## config.mk

```make
export PLATFORM = sky130hd
export DESIGN_NAME = uart_rx_ctrl
export DESIGN_NICKNAME = d
export VERILOG_FILES = /design/src/rtl/uart_rx_ctrl.sv
export SDC_FILE = /design/constraint.sdc
export NUM_CORES = 1
export LEC_CHECK = 0
export ABC_CLOCK_PERIOD_IN_PS = 3200
export CELL_PAD_IN_SITES_DETAIL_PLACEMENT = 0
export CELL_PAD_IN_SITES_GLOBAL_PLACEMENT = 1
export CORE_ASPECT_RATIO = 0.8
export CORE_MARGIN = 2
export CORE_UTILIZATION = 50
export CTS_BUF_LIST = sky130_fd_sc_hd__clkbuf_2
export CTS_CLUSTER_DIAMETER = 200
export DETAILED_ROUTE_END_ITERATION = 10
export GPL_TIMING_DRIVEN = 0
export PLACE_DENSITY = 0.85
export RECOVER_POWER = 100
export SYNTH_ARGS = -nofsm -noshare
export SYNTH_HDL_FRONTEND = slang
export SYNTH_SLANG_ARGS = --single-unit
```

## constraint.sdc

```tcl
create_clock -name clk -period 3.2 [get_ports clk]
set_input_delay 0.32 -clock clk [delete_from_list [all_inputs] [get_ports clk]]
set_output_delay 0.32 -clock clk [all_outputs]
set_load 0.02 [all_outputs]
```

## src/rtl/uart_rx_ctrl.sv

```systemverilog
// -----------------------------------------------------------------------------
// uart_rx_ctrl
// Receive-side sequencer for the UART datapath. Detects the start bit on the
// synchronized RX line, samples every bit at mid-bit (LSB first), assembles
// the frame and presents completed bytes on a valid/ready interface.
//
// Build option: define UART_RX_PARITY_EN to add a parity bit after the data
// bits (PARITY state + parity_err port). Undefined: frame is 1+DATA_BITS+1.
//
// Ports
//   clk         in   clock
//   rst_n       in   asynchronous active-low reset
//   rx_en       in   receiver enable; low aborts any frame, holds IDLE
//   rx_sync     in   synchronized serial line, idle high
//   rx_data     out  received byte, valid while rx_valid=1
//   rx_valid    out  byte available, held until rx_ready
//   rx_ready    in   host accept
//   busy        out  FSM not in IDLE
//   frame_err   out  1-cycle pulse: stop bit sampled low
//   overrun     out  1-cycle pulse: new byte dropped, previous unaccepted
//   parity_err  out  1-cycle pulse: parity mismatch (parity build only)
//
// State      | meaning
// -----------+--------------------------------------------------------------
// S_IDLE     | line idle, waiting for a low level with rx_en=1
// S_START    | confirm start bit at half a bit-time
// S_DATA     | sample DATA_BITS data bits, one per bit-time
// S_PARITY   | sample and check parity bit (parity build only)
// S_STOP     | sample stop bit; high delivers, low flags framing error
// S_WAIT_HIGH| after a framing error, wait for the line to return high
// -----------------------------------------------------------------------------
module uart_rx_ctrl #(
    parameter int CLKS_PER_BIT = 16,
    parameter int DATA_BITS    = 8,
    parameter int PARITY_ODD   = 0
) (
    input  logic                 clk,
    input  logic                 rst_n,
    input  logic                 rx_en,
    input  logic                 rx_sync,
    output logic [DATA_BITS-1:0] rx_data,
    output logic                 rx_valid,
    input  logic                 rx_ready,
    output logic                 busy,
    output logic                 frame_err,
    output logic                 overrun
`ifdef UART_RX_PARITY_EN
    ,
    output logic                 parity_err
`endif
);

    localparam int CNT_W = $clog2(CLKS_PER_BIT);
    localparam logic [CNT_W-1:0] HALF_M1  = CNT_W'(CLKS_PER_BIT / 2 - 1);
    localparam logic [CNT_W-1:0] FULL_M1  = CNT_W'(CLKS_PER_BIT - 1);
    localparam logic [3:0]       LAST_BIT = 4'(DATA_BITS - 1);

    generate
        if (CLKS_PER_BIT < 4 || (CLKS_PER_BIT % 2) != 0) begin : g_bad_cpb
            $error("uart_rx_ctrl: CLKS_PER_BIT must be even and >= 4");
        end
        if (DATA_BITS < 5 || DATA_BITS > 9) begin : g_bad_db
            $error("uart_rx_ctrl: DATA_BITS must be 5..9");
        end
        if (PARITY_ODD != 0 && PARITY_ODD != 1) begin : g_bad_par
            $error("uart_rx_ctrl: PARITY_ODD must be 0 or 1");
        end
    endgenerate

    typedef enum logic [2:0] {
        S_IDLE      = 3'd0,
        S_START     = 3'd1,
        S_DATA      = 3'd2,
`ifdef UART_RX_PARITY_EN
        S_PARITY    = 3'd3,
`endif
        S_STOP      = 3'd4,
        S_WAIT_HIGH = 3'd5
    } state_t;

    state_t                state, state_nx;
    logic [CNT_W-1:0]      cnt;
    logic [3:0]            bit_cnt;
    logic [DATA_BITS-1:0]  shift_q;
    logic                  deliver;

    logic                  sample;
    logic                  cnt_clr;
    logic                  shift_en;
    logic                  stop_good;
    logic                  stop_bad;
`ifdef UART_RX_PARITY_EN
    logic                  par_bad;
    localparam logic       PAR_ODD = (PARITY_ODD != 0);
`endif

    always_ff @(posedge clk or negedge rst_n) begin
        if (!rst_n) begin
            state <= S_IDLE;
        end else begin
            state <= state_nx;
        end
    end

    always_comb begin
        state_nx  = state;
        sample    = 1'b0;
        shift_en  = 1'b0;
        stop_good = 1'b0;
        stop_bad  = 1'b0;
`ifdef UART_RX_PARITY_EN
        par_bad   = 1'b0;
`endif
        case (state)
            S_IDLE: begin
                if (!rx_sync) state_nx = S_START;
            end
            S_START: begin
                if (cnt == HALF_M1) begin
                    sample   = 1'b1;
                    state_nx = rx_sync ? S_IDLE : S_DATA;
                end
            end
            S_DATA: begin
                if (cnt == FULL_M1) begin
                    sample   = 1'b1;
                    shift_en = 1'b1;
                    if (bit_cnt == LAST_BIT) begin
`ifdef UART_RX_PARITY_EN
                        state_nx = S_PARITY;
`else
                        state_nx = S_STOP;
`endif
                    end
                end
            end
`ifdef UART_RX_PARITY_EN
            S_PARITY: begin
                if (cnt == FULL_M1) begin
                    sample   = 1'b1;
                    // Even parity: data ones plus parity bit is even.
                    par_bad  = rx_sync != ((^shift_q) ^ PAR_ODD);
                    state_nx = S_STOP;
                end
            end
`endif
            S_STOP: begin
                if (cnt == FULL_M1) begin
                    sample = 1'b1;
                    if (rx_sync) begin
                        stop_good = 1'b1;
                        state_nx  = S_IDLE;
                    end else begin
                        stop_bad  = 1'b1;
                        state_nx  = S_WAIT_HIGH;
                    end
                end
            end
            S_WAIT_HIGH: begin
                if (rx_sync) state_nx = S_IDLE;
            end
            default: state_nx = S_IDLE;
        endcase

        // Disable wins over everything: partial frame dropped silently.
        if (!rx_en) begin
            state_nx  = S_IDLE;
            shift_en  = 1'b0;
            stop_good = 1'b0;
            stop_bad  = 1'b0;
`ifdef UART_RX_PARITY_EN
            par_bad   = 1'b0;
`endif
        end
    end

    // Counter holds 0 while idle so the start edge begins counting from 0.
    assign cnt_clr = sample || (state_nx != state) ||
                     (state == S_IDLE) || (state == S_WAIT_HIGH);

    assign busy = (state != S_IDLE);

    always_ff @(posedge clk or negedge rst_n) begin
        if (!rst_n) begin
            cnt        <= '0;
            bit_cnt    <= '0;
            shift_q    <= '0;
            deliver    <= 1'b0;
            rx_data    <= '0;
            rx_valid   <= 1'b0;
            frame_err  <= 1'b0;
            overrun    <= 1'b0;
`ifdef UART_RX_PARITY_EN
            parity_err <= 1'b0;
`endif
        end else begin
            cnt <= cnt_clr ? '0 : cnt + 1'b1;

            if (state != S_DATA) begin
                bit_cnt <= '0;
            end else if (shift_en) begin
                bit_cnt <= bit_cnt + 1'b1;
            end

            if (shift_en) begin
                shift_q <= {rx_sync, shift_q[DATA_BITS-1:1]};
            end

            deliver   <= stop_good;
            frame_err <= stop_bad;
            overrun   <= 1'b0;
`ifdef UART_RX_PARITY_EN
            parity_err <= par_bad;
`endif

            if (rx_valid && rx_ready) begin
                rx_valid <= 1'b0;
            end

            // Load overrides the accept-clear above when both happen together.
            if (deliver) begin
                if (!rx_valid || rx_ready) begin
                    rx_data  <= shift_q;
                    rx_valid <= 1'b1;
                end else begin
                    overrun  <= 1'b1;
                end
            end
        end
    end

endmodule
```

== After elaboration in Yosys (flattened, before gate mapping) ==
Index checks and enable logic that the tools add are counted.
W data, S select, Z words.

* Register bits after elaboration: 31
* Bits in latches: 0
* Bits in writable memories: 0
* ROM bits: 0
* Bits of input ports: 5
* Output and inout bits: 12
* Word-level logic and storage cells: 62
* Memories kept: 0

* Add/subtract/negate cells: 2
* Multipliers: 0
* Divide/modulo/power cells: 0
* Magnitude comparators: 0
* Equal/unequal tests: 9
* Shift-type cells: 0
* Muxes and demuxes: 31
* Bitwise logic cells: 0
* Reduce and logical (&&, ||, !) cells: 11

{| class="wikitable"
|+ Operators with widths
! operator !! count
|-
| $mux W3 || 8
|-
| $mux W1 || 17
|-
| $pmux W3 S5 || 1
|-
| $mux W4 || 3
|-
| $add A4 B1 Y4 const B || 2
|-
| $eq A4 B3 Y1 const B || 2
|-
| $eq A3 B3 Y1 const B || 2
|-
| $eq A4 B4 Y1 const B || 1
|-
| $logic_or A1 B1 Y1 || 4
|-
| $eq A3 B1 Y1 const B || 1
|-
| $eq A3 B2 Y1 const B || 1
|-
| $logic_not A3 Y1 || 1
|-
| $ne A3 B2 Y1 const B || 1
|-
| $ne A3 B3 Y1 || 1
|-
| $reduce_bool A3 Y1 || 1
|-
| $mux W2 || 1
|-
| $pmux W1 S2 || 1
|-
| $reduce_and A2 Y1 || 1
|-
| $reduce_bool A2 Y1 || 1
|-
| $reduce_or A2 Y1 || 1
|-
| $logic_and A1 B1 Y1 || 1
|-
| $logic_not A1 Y1 || 1
|}

== Depth between registers and ports, before layout ==
* Depth in word-level cells: 10
* Gate-level depth with buffers: 6
* Gate-level depth less buffers: 5

== Least setup slack after synthesis ==
Ideal clock, no wire load.

* Kind: reg-to-reg
* Start: reg cnt[0]
* End: reg shift_q[0]
* Library setup time: 0.125 ns
* Arrival time: 1.397 ns
* Data required time: 3.075 ns
* Slack: 1.678 ns
* Stages on the path, launching flop included: 7
* Buffers on the path: 1
* Period minus slack after synthesis: 1.522 ns
* Cell sequence: dfrtp_1 ha_1 buf_6 and3_1 nand2_2 nor2_8 mux2_4

* Cells in the longest elaborated chain, start to end: 4

{| class="wikitable"
|+ RTL lines
! item !! line !! text
|-
| start, declared || 82 || <nowiki>logic [CNT_W-1:0] cnt;</nowiki>
|-
| start signal, assigned || 197 || <nowiki>cnt <= cnt_clr ? '0 : cnt + 1'b1;</nowiki>
|-
| $eq A4 B4 Y1 || 125 || <nowiki>if (cnt == FULL_M1) begin</nowiki>
|-
| $mux W1 || 125 ||
|-
| $mux W1 || 114 || <nowiki>case (state)</nowiki>
|-
| $mux W1 || 166 || <nowiki>if (!rx_en) begin</nowiki>
|-
| end signal, assigned || 206 || <nowiki>shift_q <= {rx_sync, shift_q[DATA_BITS-1:1]};</nowiki>
|-
| end, declared || 84 || <nowiki>logic [DATA_BITS-1:0] shift_q;</nowiki>
|}

Every way passes these cells.
A chain may end at the register's enable or synchronous reset.

== Final worst setup path ==
Ends and elaborated chain as after synthesis.

==> qor.txt <==
status -> complete, but fails checks
Mapped Area -> 0.001449 mm²
maximum vdd drop -> 0.2257 mV
core footprint -> 0.002765 mm²
first-pass GRT wire length -> 4271 µm
Routed Antenna Nets -> 0
Via Count -> 951
CP max stage cell -> nor2_1
family with the most delay on the worst path -> simple AND/OR/NAND/NOR gates
Power Total -> 0.6168 mW
n_diodes -> 0
vias in the first global route -> 903
die height -> 52.15 µm
crit-path cells -> ha_1, clkbuf_1, and3_1, nand2_1, nor2_1, mux2_2
share of the synthesized area in the top cell type -> 53.54%
Final Hold Violating Endpoints -> 0
Via density -> 5.254
CP Class -> flip-flop to flip-flop
CTS Buf Count -> 5
failing checks -> capacitance limit, slew limit
R2R cell count -> 6
Ys Warns -> 0
Die Wd -> 64.19 µm
WHS -> 492.0 ps
Worst Hold Class -> flip-flop to flip-flop
Worst-Skew Late Latency -> 360 ps
routability cong. -> 0.8361
Slew HR -> -5.056%
max incr delay on CP -> 580 ps
layout cell share with drive strength beyond 1 -> 18.88%
die area -> 0.003347 mm²
Max Root-Sink Buffers -> 2
P_leak -> 0.8095 nW
RSZ-0062 raised after global routing -> no
pin slew with the least headroom to its limit -> 1576 ps
drt first pass iters -> 4
worst hold start -> cnt[0]
f_max -> 441.6 MHz
H-Tree Depth -> 2
FF-to-FF setup slack -> 940 ps
detailed-route wire length -> 2342 µm
clock root buffer -> clkbuf_2
PortBufs -> 16
R2R Path Start -> cnt[0]
Detailed Place HPWL -> 1687 µm
worst path required time -> 3470 ps
Avg Inst Size Synth -> 12.28 µm²
clock sink count -> 31
I/O pin cnt -> 17
Yosys cell types -> 35
Crit. End Element -> flip-flop
Tcrit/Tclk final -> 70.77%
Final Max Tran Viols -> 32
area growth from synthesis to layout -> 13.30%
initial antenna violation count -> 0
Area contributors post-synth -> dfrtp_1 (54%), mux2_4 (8.3%), mux2_2 (6.2%)
crit path launch -> cnt[0]
Startpoint Class -> flip-flop
Final Setup Violations -> 0
PD cells -> 375.7 mW/mm²
post-route minimum period -> 2265 ps
drt drc -> 0
Initial Utilization -> 52.40%
RR Endpoint -> shift_q[0]
#FFs+latches synth -> 31
post-synthesis instance total -> 118
Iteration-0 DRC Markers -> 38
setup TNS -> 0 ps
Levels on crit path -> 6
Mapped Nets -> 125
post-CTS resize count -> 0
clock transition at the registers of the reported paths -> 150 ps
Nets -> 149
Critical Path AT -> 2530 ps
grt ovf -> 0
CP Buf/Inv Count -> 1
row count -> 17
Wirelength per Cell -> 12.94 µm
final core utilization -> 59.37%
max-cap viol count -> 1
gr usage total -> 17.40%
crit path to -> shift_q[0]
area leader, netlist -> dfrtp_1
Max FO, Critical Path -> 8
CTS tree -> yes
Seq/Total Area, Yosys -> 53.54%
Worst Skew -> 2.624 ps
largest net degree at the start of global routing -> 32
-- cells in the mapped netlist (all sizes together) --
cell,n
xor2,3
nand2,12
mux2,16
and4b,1
nor2,8
nand2b,3
nand3,2
ha,2
o21a,1
nand4,1
and2,2
or3,1
nor3b,2
nand4b,1
nor2b,3
a31oi,2
a41oi,1
buf,4
a221o,1
a21oi,2
xnor2,2
nor3,7
nand3b,1
dfrtp,31
inv,3
and4,1
o21ai,3
o2111ai,1
and3,1
-- routing by layer --
layer / track usage (%) / part of all wire [%] / wire, µm
met1: 23.26 / 50 / 1167
met2: 25.52 / 44 / 1030
met3: 7.143 / 4.7 / 109
met4: 6.383 / 1.5 / 35
met5: 0 / 0 / 0
-- cell families (layout without fill, tap and decap cells) --
family / Yosys count / after routing / synth area share, %
fa+ha+maj: 2 / 2 / 1.727
buf+inv: 7 / 32 / 3.022
xor+xnor: 5 / 5 / 3.023
compound gates: 11 / 11 / 6.045
mux: 16 / 16 / 14.51
simple gates: 46 / 46 / 18.14
flops: 31 / 31 / 53.54
-- area by class of cell --
type | instances | area (µm²)
well taps | 38 | 47.55
repair buffers | 17 | 163.9
plain buffers | 4 | 25.02
clock inverters | 1 | 5.005
multi-input cells | 80 | 578.1
inverters | 3 | 11.26
fillers | 249 | 1124
flip-flops and latches | 31 | 775.7
clock buffers | 7 | 35.03
-- cell usage in the layout, fill, tap and decap left out, drive strengths merged, types with 7 or more instances in the layout --
| cell | netlist | layout |
|---|---|---|
| nor3 | 7 | 7 |
| dfrtp | 31 | 31 |
| clkbuf | 0 | 9 |
| dlygate4sd3 | 0 | 14 |
| nand2 | 12 | 12 |
| nor2 | 8 | 8 |
| mux2 | 16 | 16 |
-- sequential cells by signal, indices dropped and copies added (netlist names) --
register   flops
deliver        1
rx_valid       1
cnt            4
state          3
frame_err      1
bit_cnt        4
rx_data        8
overrun        1
shift_q        8
-- worst min-delay path by stage --
stage	depth (start not counted)	end
after floorplan	0	bit_cnt[0]
after global placement	2	rx_valid
after detailed placement	2	rx_valid
after CTS	1	cnt[0]
after global routing	1	cnt[0]
final	1	cnt[0]
-- repair_timing --
item | CTS | global route
buffers inserted | 0 | 0
hold buffers | 0 | 1
endpoints found under the hold margin | 0 | 31
-- worst register-to-register path, stage by stage, from the launching register on --
cell	delay, ps
dfrtp_1	400
ha_1	150
clkbuf_1	260
and3_1	220
nand2_1	130
nor2_1	580
mux2_2	410
-- per-stage QoR --
step,worst slack (ps),cells,area [µm²]
final,935.3,181,1642
after global routing,694.0,181,1642
after CTS,1049,180,1697
after detailed placement,1271,172,1657
after global placement,1270,172,1657
after floorplan,1678,118,1449
-- report_power, final --
part	switching, mW	internal, mW	leakage [nW]	total (mW)
logic	0.0191	0.0124	0.346	0.0315
registers	0.00324	0.395	0.431	0.398
clock network	0.128	0.0596	0.0330	0.187
No activity file was read; power rests on OpenSTA's default activity.
